**src/rtl/lcd_pkg.sv**
```systemverilog
`timescale 1ns/1ps
`default_nettype none
// ============================================================================
// Module   : lcd_pkg
// Purpose  : Shared command codes, host FSM encoding and default sizes for
//            the LCD host driver.
// Revision : 1.0 - initial release
// ============================================================================
package lcd_pkg;

  localparam logic [2:0] CMD_REFRESH  = 3'd0;
  localparam logic [2:0] CMD_LOAD     = 3'd1;
  localparam logic [2:0] CMD_ZOOM_IN  = 3'd2;
  localparam logic [2:0] CMD_ZOOM_OUT = 3'd3;
  localparam logic [2:0] CMD_SHIFT_R  = 3'd4;
  localparam logic [2:0] CMD_SHIFT_L  = 3'd5;
  localparam logic [2:0] CMD_SHIFT_U  = 3'd6;
  localparam logic [2:0] CMD_SHIFT_D  = 3'd7;

  localparam int DEF_IMG_PIXELS = 64;
  localparam int DEF_WIN_PIXELS = 16;
  localparam int DEF_TIMEOUT    = 1023;

  typedef enum logic [2:0] {
    ST_IDLE    = 3'd0,
    ST_ISSUE   = 3'd1,
    ST_LOAD    = 3'd2,
    ST_COLLECT = 3'd3,
    ST_SETTLE  = 3'd4
  } host_state_e;

endpackage
`default_nettype wire

```
**src/rtl/lcd_pix_capture.sv**
```systemverilog
`timescale 1ns/1ps
`default_nettype none
// ============================================================================
// Module   : lcd_pix_capture
// Purpose  : Pixel counter and frame-buffer write port for one response
//            window; flags the last pixel and ignores strobes once full.
// Revision : 1.0 - initial release
// ============================================================================
module lcd_pix_capture import lcd_pkg::*; #(
  parameter int WIN_PIXELS = DEF_WIN_PIXELS,
  parameter int PAW        = $clog2(WIN_PIXELS)
) (
  input  logic           clk_i,
  input  logic           reset_i,
  input  logic           en_i,
  input  logic           clr_i,
  input  logic           output_valid_i,
  input  logic [7:0]     dataout_i,
  output logic           pix_we_o,
  output logic [PAW-1:0] pix_addr_o,
  output logic [7:0]     pix_data_o,
  output logic           last_o,
  output logic           full_o
);

  localparam logic [PAW-1:0] LAST_PIX = PAW'(WIN_PIXELS - 1);

  logic [PAW-1:0] cnt_q;
  logic           full_q;

  assign pix_we_o   = en_i && output_valid_i && !full_q;
  assign pix_addr_o = cnt_q;
  assign pix_data_o = pix_we_o ? dataout_i : 8'h00;
  assign last_o     = pix_we_o && (cnt_q == LAST_PIX);
  assign full_o     = full_q;

  always_ff @(posedge clk_i) begin
    if (reset_i || clr_i) begin
      cnt_q  <= '0;
      full_q <= 1'b0;
    end else if (pix_we_o) begin
      cnt_q  <= last_o ? '0 : cnt_q + 1'b1;
      full_q <= last_o;
    end
  end

endmodule
`default_nettype wire

```
**src/rtl/lcd_host_driver.sv**
```systemverilog
`timescale 1ns/1ps
`default_nettype none
// ============================================================================
// Module   : lcd_host_driver
// Purpose  : Issues LCD commands, streams image bytes for LOAD and captures
//            the returned pixel window, with a response timeout.
// Revision : 1.0 - initial release
// ============================================================================
module lcd_host_driver import lcd_pkg::*; #(
  parameter int IMG_PIXELS = DEF_IMG_PIXELS,
  parameter int WIN_PIXELS = DEF_WIN_PIXELS,
  parameter int TIMEOUT    = DEF_TIMEOUT,
  parameter int IAW        = $clog2(IMG_PIXELS),
  parameter int PAW        = $clog2(WIN_PIXELS)
) (
  input  logic           clk_i,
  input  logic           reset_i,
  input  logic           req_valid_i,
  input  logic [2:0]     req_cmd_i,
  output logic           req_ready_o,
  output logic [IAW-1:0] img_addr_o,
  input  logic [7:0]     img_data_i,
  output logic [2:0]     cmd_o,
  output logic           cmd_valid_o,
  output logic [7:0]     datain_o,
  input  logic           busy_i,
  input  logic [7:0]     dataout_i,
  input  logic           output_valid_i,
  output logic           pix_we_o,
  output logic [PAW-1:0] pix_addr_o,
  output logic [7:0]     pix_data_o,
  output logic           done_o,
  output logic           err_timeout_o
);

  localparam int TAW = $clog2(TIMEOUT + 1);
  localparam logic [IAW-1:0] LAST_BYTE = IAW'(IMG_PIXELS - 1);
  localparam logic [TAW-1:0] TO_LAST   = TAW'(TIMEOUT - 1);

  host_state_e    state_q;
  logic [2:0]     cmd_q;
  logic           cmd_valid_q;
  logic [IAW-1:0] img_addr_q;
  logic [IAW-1:0] load_cnt_q;
  logic [TAW-1:0] to_cnt_q;
  logic           done_q;
  logic           err_q;

  logic accept;
  logic waiting;
  logic timeout_hit;
  logic pix_last;
  logic pix_full;

  assign req_ready_o = (state_q == ST_IDLE) && !busy_i;
  assign accept      = req_valid_i && req_ready_o;
  assign waiting     = (state_q == ST_COLLECT) || (state_q == ST_SETTLE);
  assign timeout_hit = waiting && (to_cnt_q == TO_LAST);

  // ROM data is a cycle behind the address, so it is forwarded untouched
  assign datain_o      = (state_q == ST_LOAD) ? img_data_i : 8'h00;
  assign img_addr_o    = img_addr_q;
  assign cmd_o         = cmd_q;
  assign cmd_valid_o   = cmd_valid_q;
  assign done_o        = done_q;
  assign err_timeout_o = err_q;

  lcd_pix_capture #(
    .WIN_PIXELS (WIN_PIXELS),
    .PAW        (PAW)
  ) u_capture (
    .clk_i          (clk_i),
    .reset_i        (reset_i),
    .en_i           (state_q == ST_COLLECT),
    .clr_i          (accept || timeout_hit),
    .output_valid_i (output_valid_i),
    .dataout_i      (dataout_i),
    .pix_we_o       (pix_we_o),
    .pix_addr_o     (pix_addr_o),
    .pix_data_o     (pix_data_o),
    .last_o         (pix_last),
    .full_o         (pix_full)
  );

  always_ff @(posedge clk_i) begin
    if (reset_i) begin
      state_q     <= ST_IDLE;
      cmd_q       <= 3'd0;
      cmd_valid_q <= 1'b0;
      img_addr_q  <= '0;
      load_cnt_q  <= '0;
      to_cnt_q    <= '0;
      done_q      <= 1'b0;
      err_q       <= 1'b0;
    end else begin
      cmd_valid_q <= 1'b0;
      done_q      <= 1'b0;
      unique case (state_q)
        ST_IDLE: begin
          if (accept) begin
            cmd_q       <= req_cmd_i;
            cmd_valid_q <= 1'b1;
            img_addr_q  <= '0;
            load_cnt_q  <= '0;
            to_cnt_q    <= '0;
            state_q     <= ST_ISSUE;
          end
        end
        ST_ISSUE: begin
          if (cmd_q == CMD_LOAD) begin
            img_addr_q <= img_addr_q + 1'b1;
            state_q    <= ST_LOAD;
          end else begin
            state_q    <= ST_COLLECT;
          end
        end
        ST_LOAD: begin
          img_addr_q <= (img_addr_q == LAST_BYTE) ? img_addr_q : img_addr_q + 1'b1;
          load_cnt_q <= load_cnt_q + 1'b1;
          if (load_cnt_q == LAST_BYTE) begin
            state_q <= ST_COLLECT;
          end
        end
        ST_COLLECT: begin
          to_cnt_q <= to_cnt_q + 1'b1;
          if (timeout_hit) begin
            err_q   <= 1'b1;
            state_q <= ST_IDLE;
          end else if (pix_last) begin
            state_q <= ST_SETTLE;
          end
        end
        ST_SETTLE: begin
          to_cnt_q <= to_cnt_q + 1'b1;
          if (timeout_hit) begin
            err_q   <= 1'b1;
            state_q <= ST_IDLE;
          end else if (!busy_i) begin
            done_q  <= 1'b1;
            state_q <= ST_IDLE;
          end
        end
        default: state_q <= ST_IDLE;
      endcase
    end
  end

  // Full flag is consumed only inside the capture block's write gating
  logic unused_ok;
  assign unused_ok = pix_full;

endmodule
`default_nettype wire

```
**config.mk**
```make
export PLATFORM = sky130hd
export DESIGN_NAME = lcd_host_driver
export DESIGN_NICKNAME = d
export VERILOG_FILES = /design/src/rtl/lcd_pkg.sv /design/src/rtl/lcd_pix_capture.sv /design/src/rtl/lcd_host_driver.sv
export SDC_FILE = /design/constraint.sdc
export NUM_CORES = 1
export LEC_CHECK = 0
export CAP_MARGIN = 25
export CORE_MARGIN = 1
export CORE_UTILIZATION = 50
export CTS_CLUSTER_DIAMETER = 60
export CTS_CLUSTER_SIZE = 25
export DETAILED_ROUTE_END_ITERATION = 10
export HOLD_SLACK_MARGIN = 0.12
export PLACE_DENSITY = 0.84
export SYNTH_ARGS = -nofsm -noshare
export SYNTH_HDL_FRONTEND = slang
export SYNTH_HIERARCHICAL = 1
export SYNTH_SLANG_ARGS = --single-unit
```
**constraint.sdc**
```tcl
create_clock -name clk_i -period 3.5 [get_ports clk_i]
set_clock_uncertainty 0.1 [all_clocks]
set_input_delay 0.7 -clock clk_i [delete_from_list [all_inputs] [get_ports clk_i]]
set_output_delay 0.7 -clock clk_i [all_outputs]
set_load 0.02 [all_outputs]
```
==> results of run 1 <==
==> cells by family after synthesis <==
logic type	after synthesis	synth area share [%]
AO/OA/AOI/OAI	46	17.34
XOR/XNOR	7	3.182
adder cells (fa/ha/maj)	5	3.247
buffers and inverters	14	3.895
flip-flops	36	37.40
multiplexers	7	3.766
AND/OR/NAND/NOR	105	31.17
==> worst max-delay path by stage <==
stage | depth (start not counted) | slack [ns] | endpoint
CTS | 5 | 0.10 | pix_data_o[5]
floorplan | 4 | 1.37 | pix_data_o[0]
detailed placement | 4 | 0.31 | pix_data_o[5]
global route | 5 | 0.1 | pix_data_o[3]
finish | 5 | 0.26 | pix_data_o[5]
global placement | 4 | 0.33 | pix_data_o[6]
==> layout by cell type (no fill, tap or decap), drive strengths merged, types with 3 or more instances in the layout <==
cell           synthesis  routed
nand2b                11      11
clkdlybuf4s50          0      57
nor2                  24      24
nand2                 11      11
xor2                   6       6
a211oi                 6       6
nor4                   3       3
a31oi                  5       5
nand3                  8       8
ha                     5       5
inv                    5       5
a21oi                 18      18
and2                  20      20
o21a                   6       6
mux2i                  5       5
nand4                  4       4
dfxtp                 36      36
and3                   5       5
o21ai                  3       3
nor3                   6       6
clkbuf                 3       6
==> power by group <==
part	switching, W	internal (W)
logic	0.000102	0.0000956
clock network	0.000143	0.000211
registers	0.0000208	0.000422
==> tightest hold or removal path: cells and delay by family, from the launching register on <==
family / cells / cell delay (ns)
flops: 1 / 0.33
simple gates: 2 / 0.12
==> cell type report <==
class,count,share of cell area (%)
sequential,36,27.49
multi-input combinational,170,43.12
tap,48,2.287
clock buffer,6,2.763
timing repair buffer,59,22.30
clock inverter,2,1.334
inverter,5,0.7146
==> routing by layer <==
metal / wire (um) / part of all wire [%] / up-vias
met5: 0 / 0 / -
met4: 6 / 0.15 / 0
met3: 236 / 5.8 / 2
met2: 1901 / 47 / 47
met1: 1929 / 47 / 809
li1: - / - / 896
==> metrics by stage <==
step / power [W] / area [um^2]
after global placement: 0.0006456 / 2516
after global routing: 0.001040 / 2626
final: 0.0009940 / 2626
after CTS: 0.001003 / 2624
after detailed placement: 0.0006481 / 2516
after floorplan: 0.0005695 / 1927
==> flip-flops by register name, summed over array words and instances, names as in the netlist <==
name                  count
to_cnt_q                 10
state_q                   3
cmd_valid_o               1
done_o                    1
img_addr_o                6
load_cnt_q                6
cmd_o                     3
u_capture/full_o          1
err_timeout_o             1
u_capture/pix_addr_o      4
==> repair_timing <==
item,in CTS,in global routing
hold buffers,0,0
resized for setup,0,2
setup endpoints to repair,0,8
==> impl_metrics.toml, run 1 <==
[setup_path]
start_kind = "register"
critical-path-top-delay-family = "simple AND/OR/NAND/NOR gates"
reg2reg_slack_ns = 1.07
end_kind = "output port"
required_ns = 2.70
ff2ff_path_depth = 7
cp.arrival_ns = 2.44
worst_r2r_endpoint = "state_q[0]"
path_buf_inv = 2
cp_max_fo = 14
worstPathCellList = "nand3b_1 > inv_2 > and3b_2 > and2_2 > clkdlybuf4s50_1"
path_class = "reg2out"
reg2reg_from = "state_q[2]"
worstSetupStartpoint = "state_q[1]"
crit_slowest_cell = "clkdlybuf4s50_1"
slowest_delay_ns = 0.59

[place]
dp_slack_ns = 0.3059
dpl.hpwl_um = 2951
io_buffers = 57
dp.cells = 318
gp_congestion = 0.7873

[cts]
clk_pin_slew_worst_paths_ns = 0.07
cts_setup_buffers = 0
root_buffer = "clkbuf_8"
insertion_delay_ns = 0.29
numClockSinks = 36
numCtsBuffers = 5
clock_path_buffers = 2
cts_tree = "done"
htree_levels = 2

[synthesis]
yosysMostFrequentCell = "dfxtp_1"
ys_warn_count = 6
synthTopCellsByCount = "dfxtp_1 (36), nor2_1 (23), a21oi_1 (17)"
synth_edf_count = 0
yosys.area.top_type_share_pct = 37.40
postSynth.asyncResetShare_pct = 0
synth_top_area_cell = "dfxtp_1"
postSynthCellCount = 220
ys_seq_area_share_pct = 37.40
netlist_area_um2 = 1927
synth_fp_nets = 249
ys.flop_type = "dfxtp_1"
netlist_top_cells_area = "dfxtp_1 (37%), nor2_1 (4.5%), a21oi_1 (4.4%)"
synth.distinct_cells = 49
syn_area_per_cell_um2 = 8.758
ys_ff_latch = 36

[die]
initial_core_util_pct = 52.24
die_y_um = 64.08
dieArea_um2 = 4106
ios = 58
core_um2 = 3689
die_w_um = 64.08
num_rows = 22

[finish]
fillers = 307
utilization_pct = 71.20
syn_to_final_growth_pct = 36.30
seqCellArea_um2 = 721.9
antenna_cells = 0
multi_input_area_um2 = 1132
final_cell_count_no_fill = 326
layout.nets = 306
drive_gt1_share_pct = 10.79

[global_route]
grt_pass1_wl_um = 6803
grt_util_all_layers_pct = 21.40
antenna_found_initial = 0
grt.met2_usage_pct = 35.11
grt_pass1_vias = 1545
top_usage_layer = "met2"
grt.overflow.total = 0
grt_max_degree = 18
met1_usage_pct = 25.66
met3_usage_pct = 8.750

[hold_path]
min_from = "err_timeout_o"
min_path_type = "reg2reg"
holdPathEnd = "err_timeout_o"
holdPathStages = 2

[sta]
period_share_pct = 92.69
maxSlewViolCount = 0
setup_viol = 0
min_period_ns = 3.244
fmax_ghz = 0.3083
fin_ws_ns = 0.2559
grt_setup_unrepaired = "no"
hold_violations = 0
slew_headroom_pct = 56.22
tns_ns = 0
holdWs_ns = 0.3769
worst_pin_slew_ns = 0.6547

[flow_run]
maxCapViolCount = 0

[routing]
routedWlPerCell_um = 12.49
ant_nets = 0
viasPerCell = 5.380
wirelength_um = 4073
vias = 1754
drt_iter0_drc = 58
drt_first_pass_iters = 4
drc = 0

[pwr]
leakagePower_nw = 0.9852
ir_drop_mv = 0.2722
pwr_density_cell_nw_per_um2 = 378.5

[run_status]
status = "finished, final reports clean"
(Power assumes the default switching activity.)
==> run 2, diff against run 1 <==
--- a/config.mk
+++ b/config.mk
@@ -6,12 +6,11 @@
 export NUM_CORES = 1
 export LEC_CHECK = 0
 export CAP_MARGIN = 25
-export CORE_MARGIN = 1
+export CORE_MARGIN = 1.5
 export CORE_UTILIZATION = 50
 export CTS_CLUSTER_DIAMETER = 60
 export CTS_CLUSTER_SIZE = 25
 export DETAILED_ROUTE_END_ITERATION = 10
-export HOLD_SLACK_MARGIN = 0.12
 export PLACE_DENSITY = 0.84
 export SYNTH_ARGS = -nofsm -noshare
 export SYNTH_HDL_FRONTEND = slang
==> impl_metrics.toml, run 2 (synthesis results as in run 1) <==
[run_status]
status = "finished, final reports clean"

[cts]
clock_path_buffers = 2
numClockSinks = 36
cts_setup_buffers = 0
cts_resized = 0
hold_buffers = 0
clk_pin_slew_worst_paths_ns = 0.07
insertion_delay_ns = 0.29
numCtsBuffers = 5
cts_tree = "done"
root_buffer = "clkbuf_8"
htree_levels = 2

[place]
io_buffers = 57
gp_congestion = 0.7804
dpl.hpwl_um = 3080

[die]
die_y_um = 65.08
core_um2 = 3689
die_w_um = 65.08
ios = 58
dieArea_um2 = 4235
num_rows = 22
initial_core_util_pct = 52.24

[setup_path]
crit_slowest_cell = "clkdlybuf4s50_1"
slowest_delay_ns = 0.61
start_kind = "register"
worstPathCellList = "nand3b_1 > inv_2 > and3b_2 > and2_2 > clkdlybuf4s50_1"
end_kind = "output port"
cp_max_fo = 14
cp.arrival_ns = 2.47
path_class = "reg2out"
required_ns = 2.70

[finish]
final_cell_mix = "clkdlybuf4s50_1 (57), dfxtp_1 (35), nor2_1 (23)"
layout.nets = 306
multi_input_area_um2 = 1132
final_common_cell = "clkdlybuf4s50_1"
fillers = 319
antenna_cells = 0
seqCellArea_um2 = 721.9
drive_gt1_share_pct = 11.15
syn_to_final_growth_pct = 35.52
largest_register_ffs = 10
top_register = "to_cnt_q"

[pwr]
pwr_density_cell_nw_per_um2 = 362.2
clock_power_share_pct = 32.2
leakagePower_nw = 0.9810
internal_power_w = 0.0006746
comb_power_share_pct = 21.0
ir_drop_mv = 0.2718
pwr-share-seq_pct = 46.9
swShare_pct = 28.67
p_switching_w = 0.0002712

[sta]
fmax_ghz = 0.3061
slew_headroom_pct = 40.13
setup_viol = 0
holdWs_ns = 0.3805
hold_violations = 0
worst_pin_slew_ns = 0.8953
min_period_ns = 3.267
maxSlewViolCount = 0
grt_setup_unrepaired = "no"
period_share_pct = 93.33
tns_ns = 0

[global_route]
grt_util_all_layers_pct = 21.16
grt_pass1_wl_um = 6969
grt_max_degree = 23
grt_pass1_vias = 1560
antenna_found_initial = 0
grt.overflow.total = 0

[routing]
drc = 0
drt_first_pass_iters = 4
wirelength_um = 4241
viasPerCell = 5.380
ant_nets = 0
routedWlPerCell_um = 13.01
drt_iter0_drc = 97
vias = 1754

[hold_path]
min_path_type = "reg2reg"

[flow_run]
maxCapViolCount = 0
[run 2: changes by cell type in the layout (fill, tap and decap cells not counted), sizes merged]
cell	before	now
bufinv	1	0
clkinv	1	2
[run 2: final timing paths]
path / start / to / slack [ns] / cells past startpoint
setup reg to reg: state_q[2] / state_q[0] / 1.05 / 7
hold / removal: u_capture/full_o / u_capture/full_o / 0.38 / 1
hold reg to reg: u_capture/full_o / u_capture/full_o / 0.38 / 1
setup / recovery: state_q[1] / pix_data_o[0] / 0.23 / 5
[run 2: power groups by stage]
stage          Sequential (W)  Clock [W]  Combinational, W
2_1_floorplan        0.000446          0          0.000123
3_3_place_gp         0.000450          0          0.000195
3_5_place_dp         0.000451          0          0.000198
4_1_cts              0.000442   0.000309          0.000199
5_1_grt              0.000446   0.000333          0.000217
6_report             0.000443   0.000304          0.000198
[run 2: routing by layer]
layer  part of all wire (%)  wire [um]  track usage, %
met3                    6.7        284           8.160
met1                     46       1936           26.72
met5                      0          0               0
met4                   0.50         21           4.688
met2                     47       1998           34.28
[run 2: layout make-up]
type,instances,share of cell area (%)
clock buffers,6,3.162
clock inverters,2,0.3833
inverters,5,0.7187
multi-input cells,170,43.36
flip-flops and latches,36,27.65
well taps,48,2.300
repair buffers,59,22.42
[run 2: through the flow]
step | cell area [um^2] | instances | setup slack (ns) | total power (W) | utilization [%]
2_1_floorplan | 1927 | 220 | 1.370 | 0.0005695 | -
3_3_place_gp | 2516 | 318 | 0.3273 | 0.0006458 | 68.22
3_5_place_dp | 2516 | 318 | 0.2569 | 0.0006493 | 68.22
4_1_cts | 2609 | 326 | 0.04548 | 0.0009502 | 70.73
5_1_grt | 2611 | 326 | 0.1116 | 0.0009961 | 70.79
6_report | 2611 | 326 | 0.2334 | 0.0009458 | 70.79
[run 2: worst max-delay path: cells and delay by family (launching register included)]
kind                   cells  cell delay [ns]
buffers and inverters      2             0.80
flip-flops                 1             0.56
AND/OR/NAND/NOR            3             0.82
==> run 3, diff against run 2 <==
--- a/config.mk
+++ b/config.mk
@@ -12,6 +12,7 @@
 export CTS_CLUSTER_SIZE = 25
 export DETAILED_ROUTE_END_ITERATION = 10
 export PLACE_DENSITY = 0.84
+export SLEW_MARGIN = 10
 export SYNTH_ARGS = -nofsm -noshare
 export SYNTH_HDL_FRONTEND = slang
 export SYNTH_HIERARCHICAL = 1
==> results of run 3 <==
The final DEF is identical to that of run 2; final timing and power are the same.
